===== src/rtl/prog_loader.sv =====
// Boot-time stream loader: parses ID/count/address sections from a byte stream,
// assembles big-endian words, writes them to on-chip memories and gates the CPU reset.
module prog_loader #(
  parameter int DATA_W  = 32,
  parameter int ADDR_W  = 11,
  parameter int NUM_MEM = 2
) (
  input  logic               clk_in,
  input  logic               reset,
  input  logic [7:0]         s_data,
  input  logic               s_valid,
  output logic               s_ready,
  input  logic               reload,
  output logic [NUM_MEM-1:0] mem_we,
  output logic [ADDR_W-1:0]  mem_addr,
  output logic [DATA_W-1:0]  mem_wdata,
  output logic               cpu_reset,
  output logic               done,
  output logic               error,
  output logic [15:0]        words_written
);

  localparam int BYTES = DATA_W / 8;
  localparam int BC_W  = 4;

  typedef enum logic [2:0] {
    S_HDR_ID, S_CNT_H, S_CNT_L, S_ADDR_H, S_ADDR_L, S_DATA, S_DONE, S_ERR
  } state_t;

  state_t              state_q, state_d;
  logic [7:0]          id_q, id_d;
  logic [15:0]         cnt_q, cnt_d;
  logic [7:0]          addr_hi_q, addr_hi_d;
  logic [ADDR_W-1:0]   addr_q, addr_d;
  logic [BC_W-1:0]     bcnt_q, bcnt_d;
  logic [DATA_W-1:0]   word_q, word_d;
  logic                s_ready_q, s_ready_d;
  logic [NUM_MEM-1:0]  mem_we_q, mem_we_d;
  logic [ADDR_W-1:0]   mem_addr_q, mem_addr_d;
  logic [DATA_W-1:0]   mem_wdata_q, mem_wdata_d;
  logic                cpu_reset_q, cpu_reset_d;
  logic                done_q, done_d;
  logic                error_q, error_d;
  logic [15:0]         ww_q, ww_d;
  logic [DATA_W-1:0]   word_nxt;
  logic                accept;

  function automatic logic [DATA_W-1:0] shift_in(input logic [DATA_W-1:0] word,
                                                 input logic [7:0] b);
    return DATA_W'({word, b});
  endfunction

  function automatic logic id_valid(input logic [7:0] id);
    return {1'b0, id} < 9'(NUM_MEM);
  endfunction

  function automatic logic [NUM_MEM-1:0] id_onehot(input logic [7:0] id);
    return NUM_MEM'(1) << id;
  endfunction

  always_comb begin
    state_d     = state_q;
    id_d        = id_q;
    cnt_d       = cnt_q;
    addr_hi_d   = addr_hi_q;
    addr_d      = addr_q;
    bcnt_d      = bcnt_q;
    word_d      = word_q;
    mem_we_d    = '0;
    mem_addr_d  = mem_addr_q;
    mem_wdata_d = mem_wdata_q;
    cpu_reset_d = cpu_reset_q;
    done_d      = done_q;
    error_d     = error_q;
    ww_d        = ww_q;
    accept      = s_valid & s_ready_q;
    word_nxt    = shift_in(word_q, s_data);

    case (state_q)
      S_HDR_ID: if (accept) begin
        id_d = s_data;
        if (s_data == 8'hFF) begin
          state_d     = S_DONE;
          done_d      = 1'b1;
          cpu_reset_d = 1'b0;
        end else if (!id_valid(s_data)) begin
          state_d = S_ERR;
          error_d = 1'b1;
        end else begin
          state_d = S_CNT_H;
        end
      end
      S_CNT_H: if (accept) begin
        cnt_d   = {s_data, cnt_q[7:0]};
        state_d = S_CNT_L;
      end
      S_CNT_L: if (accept) begin
        cnt_d   = {cnt_q[15:8], s_data};
        state_d = S_ADDR_H;
      end
      S_ADDR_H: if (accept) begin
        addr_hi_d = s_data;
        state_d   = S_ADDR_L;
      end
      S_ADDR_L: if (accept) begin
        // Only the low ADDR_W bits of the 16-bit start address are meaningful.
        addr_d  = ADDR_W'({addr_hi_q, s_data});
        bcnt_d  = '0;
        state_d = (cnt_q == 16'd0) ? S_HDR_ID : S_DATA;
      end
      S_DATA: if (accept) begin
        if (bcnt_q == BC_W'(BYTES - 1)) begin
          mem_we_d    = id_onehot(id_q);
          mem_addr_d  = addr_q;
          mem_wdata_d = word_nxt;
          addr_d      = addr_q + ADDR_W'(1);
          cnt_d       = cnt_q - 16'd1;
          ww_d        = ww_q + 16'd1;
          bcnt_d      = '0;
          if (cnt_q == 16'd1) state_d = S_HDR_ID;
        end else begin
          word_d = word_nxt;
          bcnt_d = bcnt_q + BC_W'(1);
        end
      end
      S_DONE: if (reload) begin
        state_d     = S_HDR_ID;
        done_d      = 1'b0;
        cpu_reset_d = 1'b1;
        ww_d        = '0;
      end
      S_ERR: ;
      default: state_d = S_ERR;
    endcase

    s_ready_d = (state_d != S_DONE) && (state_d != S_ERR);
  end

  always_ff @(posedge clk_in or negedge reset) begin
    if (!reset) begin
      state_q     <= S_HDR_ID;
      id_q        <= '0;
      cnt_q       <= '0;
      addr_hi_q   <= '0;
      addr_q      <= '0;
      bcnt_q      <= '0;
      s_ready_q   <= 1'b0;
      mem_we_q    <= '0;
      mem_addr_q  <= '0;
      mem_wdata_q <= '0;
      cpu_reset_q <= 1'b1;
      done_q      <= 1'b0;
      error_q     <= 1'b0;
      ww_q        <= '0;
    end else begin
      state_q     <= state_d;
      id_q        <= id_d;
      cnt_q       <= cnt_d;
      addr_hi_q   <= addr_hi_d;
      addr_q      <= addr_d;
      bcnt_q      <= bcnt_d;
      s_ready_q   <= s_ready_d;
      mem_we_q    <= mem_we_d;
      mem_addr_q  <= mem_addr_d;
      mem_wdata_q <= mem_wdata_d;
      cpu_reset_q <= cpu_reset_d;
      done_q      <= done_d;
      error_q     <= error_d;
      ww_q        <= ww_d;
    end
  end

  // Assembly register is pure data; a reset clears bcnt_q so stale bytes shift out.
  always_ff @(posedge clk_in) begin
    word_q <= word_d;
  end

  assign s_ready       = s_ready_q;
  assign mem_we        = mem_we_q;
  assign mem_addr      = mem_addr_q;
  assign mem_wdata     = mem_wdata_q;
  assign cpu_reset     = cpu_reset_q;
  assign done          = done_q;
  assign error         = error_q;
  assign words_written = ww_q;

endmodule


===== config.mk =====
export PLATFORM = sky130hd
export DESIGN_NAME = prog_loader
export DESIGN_NICKNAME = d
export VERILOG_FILES = /design/src/rtl/prog_loader.sv
export SDC_FILE = /design/constraint.sdc
export NUM_CORES = 1
export LEC_CHECK = 0
export CAP_MARGIN = 20
export CORE_AREA = 2 2 105 107
export DETAILED_ROUTE_END_ITERATION = 8
export DIE_AREA = 0 0 107 109
export MAX_ROUTING_LAYER = met4
export PLACE_DENSITY = 0.83
export SLEW_MARGIN = 20
export SYNTH_ARGS = -nofsm -noshare
export SYNTH_HDL_FRONTEND = slang
export SYNTH_SLANG_ARGS = --single-unit

===== constraint.sdc =====
create_clock -name clk_in -period 6.5 [get_ports clk_in]
set_input_delay 1.3 -clock clk_in [delete_from_list [all_inputs] [get_ports clk_in]]
set_output_delay 1.3 -clock clk_in [all_outputs]
set_load 0.02 [all_outputs]

[Yosys cells after proc, flatten, opt, wreduce, memory -nomap -nowiden]
Index checks and enable logic that the tools add are counted.
Cells by class
  multiplexer cells: 41
  bitwise gates (word level): 6
  shifts and indexed selects: 1
  equal/unequal tests: 19
  add/sub/neg operators: 4
  reductions and logical operators: 19
  magnitude comparators: 1
Operators by type and width (count)
  2-to-1 mux 16 bit: 6
  one-hot mux 16 bit (3 select lines): 1
  2-to-1 mux 3 bit: 12
  2-to-1 mux 11 bit: 3
  one-hot mux 16 bit (2 select lines): 1
  one-hot mux 11 bit (2 select lines): 1
  one-hot mux 3 bit (7 select lines): 1
  adder 16 x 1 -> 16 bit, second input constant: 1
  equality test 16 x 1 -> 1 bit, second input constant: 1
  zero test 16 bit: 1
  != test 2 bit, second input constant: 8
  AND reduction 4 bit: 4
  subtractor 16 x 1 -> 16 bit, second input constant: 1
  2-to-1 mux 4 bit: 3
  adder 11 x 1 -> 11 bit, second input constant: 1
  AND reduction 5 bit: 2
  nonzero test 2 bit: 5
  equality test 3 bit, second input constant: 3
  AND reduction 3 bit: 3
  equality test 8 bit, second input constant: 1
  < comparator 8 x 2 -> 1 bit, second input constant: 1
  2-to-1 mux 8 bit: 1
  one-hot mux 4 bit (2 select lines): 1
  << shifter 1 x 8 -> 2 bit, first input constant: 1
  other kinds (13): 28
Word-level totals
  output and inout bits: 65
  flip-flop bits (word level): 134
  logic and storage cells: 107

[Longest topological paths before layout]
  depth after elaboration: 7
  depth in mapped cells: 8
  mapped depth without buffers: 6

[Worst setup path after synthesis]
OpenSTA, ideal clock, no wires.
  kind: input to register
  start point: input port s_valid
  end point: register bcnt_q[0]
  library setup time: 0.077 ns
  data arrival time: 3.764 ns
  path buffers: 1
  stages on the path: 4
  setup slack: 2.659 ns
  path through: nand2_1 clkbuf_1 nor3_1 mux2_2
On the way
  word-level cells in the longest chain between the ends: 3
  elaborated cells between the ends (all ways): 4
  classes of those cells: 2 x eq/ne; 1 x bitwise; 1 x reduce/logical
Ends and longest elaborated chain
  from (decl): line 11  | input logic s_valid,
  bitwise AND 1 bit (*): line 76  | accept = s_valid & s_ready_q;
  != test 2 bit (no line)
  AND reduction 3 bit (no line) (*)
  to (signal assigned): line 161  | bcnt_q <= bcnt_d;
  to (decl): line 35  | logic [BC_W-1:0] bcnt_q, bcnt_d;
Every way passes the cells marked *; elsewhere a longest branch is shown, timed or not.
A chain may end at the register's enable or synchronous reset.

[Worst setup path after layout]
  start point: input port s_valid
  end point: register addr_q[10]
On the way
  word-level cells in the longest chain between the ends: 3
  elaborated cells between the ends (all ways): 4
  classes of those cells: 2 x eq/ne; 1 x bitwise; 1 x reduce/logical
Ends and longest elaborated chain
  bitwise AND 1 bit (*): line 76
  != test 2 bit (no line)
  AND reduction 4 bit (no line) (*)
  to (signal assigned): line 160  | addr_q <= addr_d;
  to (decl): line 34  | logic [ADDR_W-1:0] addr_q, addr_d;
Marks and branches as above.

==> qor.yml <==
synth_top_cell_area_share: 0.445
h-tree-depth: 4
outcome: "complete, no violations"
first_pass_iters: 5
numCtsBuffers: 17
cpMaxStageDelayCell: "a21oi_2"
post_cts_buffers: 0
tns_ns: 0
dp_slack_ns: 2.73
synth_edf_count: 24
min_period_ns: 3.16
nets: 614
diodes: 0
yosysWarnings: 0
num_vias: 4780
syn_area_sq_um: 6120
synth_fp_nets: 546
cts-root-buf: "clkbuf_8"
worstSetupStartpointType: "input pin"
ys_ff_latch: 134
required_ns: 6.90
drc: 0
grt_pass1_wl_mm: 23.6
io_pins: 77
slowest_delay_ns: 0.80
ant_nets: 0
arrival_ns: 3.56
place_inst: 717
dpl.hpwl_mm: 9.14
drv_slew: 0
placed_area_sq_um: 6940
synth_top_cell_by_area: "dfrtp_1"
cts_resized: 0
gp_congestion: 0.953
hold_class: "flop to flop"
antenna_found_initial: 0
drt_wl_total_mm: 14.7
worst_pin_slew_ns: 0.970
synth_flop_cell: "dfrtp_1"
clk_pin_slew_ns: 0.06
layout_worst_path_cycle_share: 0.486
drive_above_1_share: 0.169
core_area_sq_um: 10600
cts_hold_buffers: 0
fin_cells: 749
final_cell_mix: "dfrtp_1, clkdlybuf4s50_1, mux2_2, a21oi_1, o21ai_0"
cts_tree: "built"
setup_viol: 0
maxCapViolCount: 0
final_common_cell: "dfrtp_1"
worst_setup_path_end_kind: "flop"
synth-seq-area-share: 0.567
syn_inst: 528
grt_pass1_vias: 4511
port_buffers: 76
die_h_microns: 109
numClockSinks: 134
vdd_ir_drop_max_mv: 0.123
clk_latency_ns: 0.52
rsz0062_at_grt: "false"
via_per_inst: 6.38
die_area_sq_um: 11700
p_leak_uw: 0.00321
initial_core_util: 0.578
wl_per_cell_microns: 19.6
critPathKind: "input pin to flop"
grtUsageTotal: 0.274
p_per_area_nw_per_um2: 245
synth_area_leaders: "dfrtp_1, edfxtp_1, mux2_2, a21oi_1, o21ai_0"
ys_async_sr_fraction: 0.821
grt_overflow: 0
max_freq_ghz: 0.317
finClkSkew_ns: 0.00729
die-width_microns: 107
postLayoutCellArea_sq_um: 7550
ys_types: 55
holdWs_ns: 0.431
relSlewSlack: 0.353
grt_max_degree: 58
worst_slack_ns: 3.34
rows: 38
syn_area_per_cell_sq_um: 11.6
crit_fanout: 17
syn_to_final_growth_pct: 23.3
hold_viol_final: 0
crit_chain: "clkdlybuf4s50_1 > nand4b_1 > a21oi_2 > o21ai_0 > a22o_1"
clk_path_buf_depth: 2
drt-initial-drc-count: 410
-- synthesized netlist by cell type, types with 11 or more instances --
cell      number
dfrtp_1      109
mux2_2        56
a21oi_1       34
o21ai_0       33
nand2_1       25
edfxtp_1      24
nor2_1        21
nand3_1       18
o31ai_1       16
clkbuf_1      13
or4_1         13
inv_1         12
buf_2         11
nor3_1        11
-- layout make-up --
| type | instances | area (sq um) |
|---|---|---|
| sequential | 134 | 3470 |
| fill | 732 | 3050 |
| multi-input combinational | 350 | 2460 |
| timing repair buffer | 81 | 796 |
| clock buffer | 19 | 443 |
| tap | 140 | 175 |
| clock inverter | 13 | 158 |
| inverter | 12 | 45.0 |
-- critical path, delay by kind of cell --
family,cells,cell delay (ns)
AO/OA/AOI/OAI,3,1.33
AND/OR/NAND/NOR,1,0.37
buffers and inverters,1,0.57
-- stage by stage --
| stage | utilization | total power (uW) |
|---|---|---|
| floorplan | - | 873 |
| global placement | 0.655 | 903 |
| detailed placement | 0.655 | 903 |
| CTS | 0.711 | 1860 |
| global route | 0.712 | 1910 |
| finish | 0.712 | 1850 |
-- routing by layer --
| metal | vias to the layer above | GRT usage | part of all wire |
|---|---|---|---|
| li1 | 2143 | - | - |
| met1 | 2384 | 0.362 | 0.42 |
| met2 | 226 | 0.439 | 0.50 |
| met3 | 27 | 0.0526 | 0.065 |
| met4 | 0 | 0.0742 | 0.015 |
| met5 | - | - | 0 |
-- path summary, 6_finish.rpt --
check	from	to	slack [ns]	cells after the start
max reg2reg	state_q[0]$_DFF_PN0_	words_written[10]$_DFFE_PN0P_	3.62	4
min in group asynchronous	reset	cnt_q[6]$_DFFE_PN0P_	0.83	1
min reg2reg	id_q[0]$_DFFE_PN0P_	mem_we[0]$_DFF_PN0_	0.43	1
min	id_q[0]$_DFFE_PN0P_	mem_we[0]$_DFF_PN0_	0.43	1
max in group asynchronous	reset	bcnt_q[1]$_DFFE_PN0P_	4.48	2
max	s_valid	addr_q[10]$_DFFE_PN0P_	3.34	5
-- state kept, by name (all words and copies together) (netlist names) --
name,cells
state_q,3
id_q,8
error,1
mem_addr,11
cnt_q,16
mem_wdata,32
cpu_reset,1
bcnt_q,4
words_written,16
addr_q,11
word_q,24
done,1
mem_we,2
s_ready,1
addr_hi_q,3
-- report_power, final --
| group | switching [uW] | internal (uW) |
|---|---|---|
| logic | 25.3 | 8.15 |
| clock network | 385 | 581 |
| registers | 0 | 853 |
-- logic make-up (layout without fill, tap and decap cells) --
kind of cell,after synthesis,in the layout,synth area share
buffers and inverters,44,125,0.0341
AOI/OAI and AO/OA,130,130,0.133
adders and majority gates,6,6,0.0123
and+or+nand+nor,152,152,0.141
xor gates and xnor gates,2,2,0.00286
DFF,134,134,0.567
muxes,60,60,0.110
Note: power is estimated with default switching activity, not from simulation.
==> RTL change 1 (same flow settings) <==
Re-encode `state_t` (8 states) as one-hot, 8 bits wide.
--- a/src/rtl/prog_loader.sv
+++ b/src/rtl/prog_loader.sv
@@ -25,4 +25,4 @@
 
-  typedef enum logic [2:0] {
-    S_HDR_ID, S_CNT_H, S_CNT_L, S_ADDR_H, S_ADDR_L, S_DATA, S_DONE, S_ERR
+  typedef enum logic [7:0] {
+    S_HDR_ID = 8'b00000001, S_CNT_H = 8'b00000010, S_CNT_L = 8'b00000100, S_ADDR_H = 8'b00001000, S_ADDR_L = 8'b00010000, S_DATA = 8'b00100000, S_DONE = 8'b01000000, S_ERR = 8'b10000000
   } state_t;
Behaviour: no difference found for any inputs over 4 cycles, from zero or initial values and one cycle with reset low; so few cycles prove little.
==> RTL change 1 against the unedited design <==
  * Worst setup slack worse by 240 ps
  * Sequential share of layout area is essentially flat
  * Total power down 3.9%
  * Sequential power up 3.6%
  * Synthesized area grew 5.2%
  * Design area rose by 3.6%
  * Routed wire length increased by 6.3%
  * Sequential cell count rose by 5
  * Critical path depth up 1
==> RTL change 1: results <==
[status]
status = "finished clean"

[route]
vias = 5027
routedWlPerCell_um = 19.6
dr_wl_met2_um = 7930
wl_met3_um = 1030

[grt]
grt_pass1_wl_um = 25100
track_usage_pct = 29.2
grtUsageMet3_pct = 7.17
grt_max_degree = 67
met1_usage_pct = 35.5

[critical_path]
r2r_start = "state_q[2]"
reg2reg_setup_slack_ps = 3750
slowest_delay_ps = 710

[synthesis]
seq_area_frac_synth_pct = 55.9
avgSynthCellArea_um2 = 11.2
yosys-top-cells-area = "dfrtp_1 (44%), edfxtp_1 (11%), mux2_1 (6.5%)"
yosys.cell_types.count = 63

[layout]
layout-drive-gt1-share_pct = 9.60
area_share_nonclk_buffers_pct = 10.1
nets = 661
clkCellAreaFrac_pct = 6.75
n_clock_buffer = 21
num-multi-input-gates = 398

[sta]
max_freq_mhz = 295
clock-skew-final_ps = 13.2
relSlewSlack_pct = 43.5

[worst_hold_path]
min_to = "word_q[22]"
hold_depth = 0

[placed_design]
dpl.cell_count = 764
dp_slack_ps = 2660
routabilityCongestion = 0.918

[clock_tree]
clock_latency_ps = 540
RTL change 1: cell types whose count changed in the layout (fill, tap and decap cells not counted), sizes merged, moves of 8 or more:
| cell | change |
|---|---|
| a22oi | -10 |
| o21ai | +12 |
| nand2 | +22 |
| nor4 | +8 |
| o31ai | -12 |
| inv | -10 |
RTL change 1: kinds of logic (layout without fill, tap and decap cells):
logic type | after synthesis | count (layout) | synth area share, %
buffers and inverters | 37 | 119 | 2.54
DFF | 139 | 139 | 55.9
and+or+nand+nor | 198 | 198 | 17.1
muxes | 56 | 56 | 9.75
adders and majority gates | 6 | 6 | 1.17
AOI/OAI and AO/OA | 126 | 126 | 11.9
xor gates and xnor gates | 12 | 12 | 1.63
RTL change 1: report_power, final:
part	switching, W	internal [W]
clock network	0.000380	0.000484
logic	0.0000258	0.00000793
registers	0	0.000884
total	0.000406	0.00138
==> RTL change 2 (config.mk and constraints unchanged) <==
Made on the original files. Set the localparam `BC_W` to 6 (it was 4).
--- a/src/rtl/prog_loader.sv
+++ b/src/rtl/prog_loader.sv
@@ -23,3 +23,3 @@
   localparam int BYTES = DATA_W / 8;
-  localparam int BC_W  = 4;
+  localparam int BC_W  = 6;
 
Check against the original RTL: no difference found for any inputs over 4 cycles, from zero or initial values and one cycle with reset low; that may be too few to reach the edited logic, so the function may still have changed.
==> RTL change 2 against the unedited design <==
  * Synthesized area fell by 1.1%
  * Sequential cell count is 2 higher
  * Worst setup slack worse by 160 ps
  * Clock skew decreased by 1.9 ps
  * Critical path depth unchanged
  * Hold slack gained 19 ps
  * Design area decreased by 0.76%
  * Register-to-register slack lost 130 ps
  * Routed wire length fell by 3.5%
  * Final cell count grew 0.67%
Power is not compared: it rests on default switching activity, and its combinational part moved more than twofold at a synthesized area within 25%.
==> RTL change 2: results <==
[status]
status = "finished clean"

[critical_path]
critPathTopFamily = "buffers and inverters"
crit_fanout = 31
endpoint = "mem_wdata[5]"
cp_slowest_cell = "nor3_4"
slowest_delay_ps = 740
reg2reg_setup_slack_ps = 3490
r2r_start = "bcnt_q[0]"

[grt]
track_usage_pct = 25.9
grt_pass1_vias = 4406
grt_max_degree = 71

[route]
drt_iter0_drc = 485
wl_met3_um = 905
dr.pass1.iters = 7
totalWireLength_um = 14200
wl_met1_um = 5840
viasPerCell = 6.09
dr_wl_met2_um = 7060

[layout]
layout-drive-gt1-share_pct = 10.1
nets = 619

[synthesis]
yosys.cell_types.count = 58
yosys-top-cells-area = "dfrtp_1 (46%), edfxtp_1 (12%), mux2_1 (6.7%)"
syn_nets = 543
synth_common_cells = "dfrtp_1 (111), nor2_1 (40), mux2_1 (36), o21ai_0 (36)"
synthArstFlopShare_pct = 82.4

[worst_hold_path]
hold_depth = 0

[placed_design]
hpwl_um = 8740
routabilityCongestion = 0.891
place_area_um2 = 6920

[sta]
relSlewSlack_pct = 40.1
[RTL change 2: changes by cell type in the layout (fill, tap and decap cells not counted), sizes merged, moves of 6 or more]
cell | unedited run | this run
clkinv | 0 | 9
nor2 | 21 | 40
o21ai | 33 | 41
or4 | 13 | 2
inv | 20 | 13
xnor2 | 2 | 8
o31ai | 16 | 2
nand2 | 25 | 33
[RTL change 2: worst register-to-register path, cell delays in order (launching register included)]
cell and delay (ps):
dfrtp_1 380, ha_1 220, nor4b_2 390, nand2_1 280
nor3_4 700, buf_4 510, mux2_2 420
[RTL change 2: per-stage QoR]
| step | hold WS, ps | cells | power, W | setup WS, ps |
|---|---|---|---|---|
| after global routing | 462 | 754 | 0.00328 | 3100 |
| after detailed placement | 431 | 721 | 0.00222 | 2750 |
| final | 451 | 754 | 0.00314 | 3180 |
| after CTS | 450 | 753 | 0.00314 | 3280 |
| after global placement | 411 | 721 | 0.00218 | 2820 |
| after floorplan | 403 | 525 | 0.00181 | 3570 |
[RTL change 2: layout make-up]
| cell class | count | area, um2 |
|---|---|---|
| inverter | 12 | 45.0 |
| sequential | 136 | 3520 |
| tap | 140 | 175 |
| timing repair buffer | 82 | 803 |
| clock inverter | 14 | 134 |
| fill | 702 | 3110 |
| multi-input combinational | 352 | 2390 |
| clock buffer | 18 | 418 |
[RTL change 2: how the worst min path moves through the flow]
stage,from,endpoint,slack (ps)
floorplan,id_q[0],mem_we[0],400
global placement,id_q[0],mem_we[0],410
detailed placement,word_q[13],word_q[21],430
CTS,word_q[3],word_q[11],450
global route,word_q[5],word_q[13],460
finish,word_q[3],word_q[11],450
[RTL change 2: cell families after synthesis]
group,share of synthesized area [%]
buffers and inverters,2.50
adder cells (fa/ha/maj),1.24
XOR/XNOR,1.88
AND/OR/NAND/NOR,13.5
multiplexers,9.86
AO/OA/AOI/OAI,12.8
flip-flops,58.2
[RTL change 2: power groups by stage]
stage               clock (W)  sequential (W)  combinational (W)
floorplan                   0         0.00136           0.000444
global placement            0         0.00125           0.000935
detailed placement          0         0.00126           0.000966
CTS                  0.000902         0.00125           0.000984
global route         0.000940         0.00128            0.00106
finish               0.000896         0.00125           0.000987
[RTL change 2: layer usage]
metal	vias to the layer above	GRT usage, %
li1	2084	-
met1	2268	32.3
met2	209	40.3
met3	31	5.80
met4	0	12.6
met5	-	-
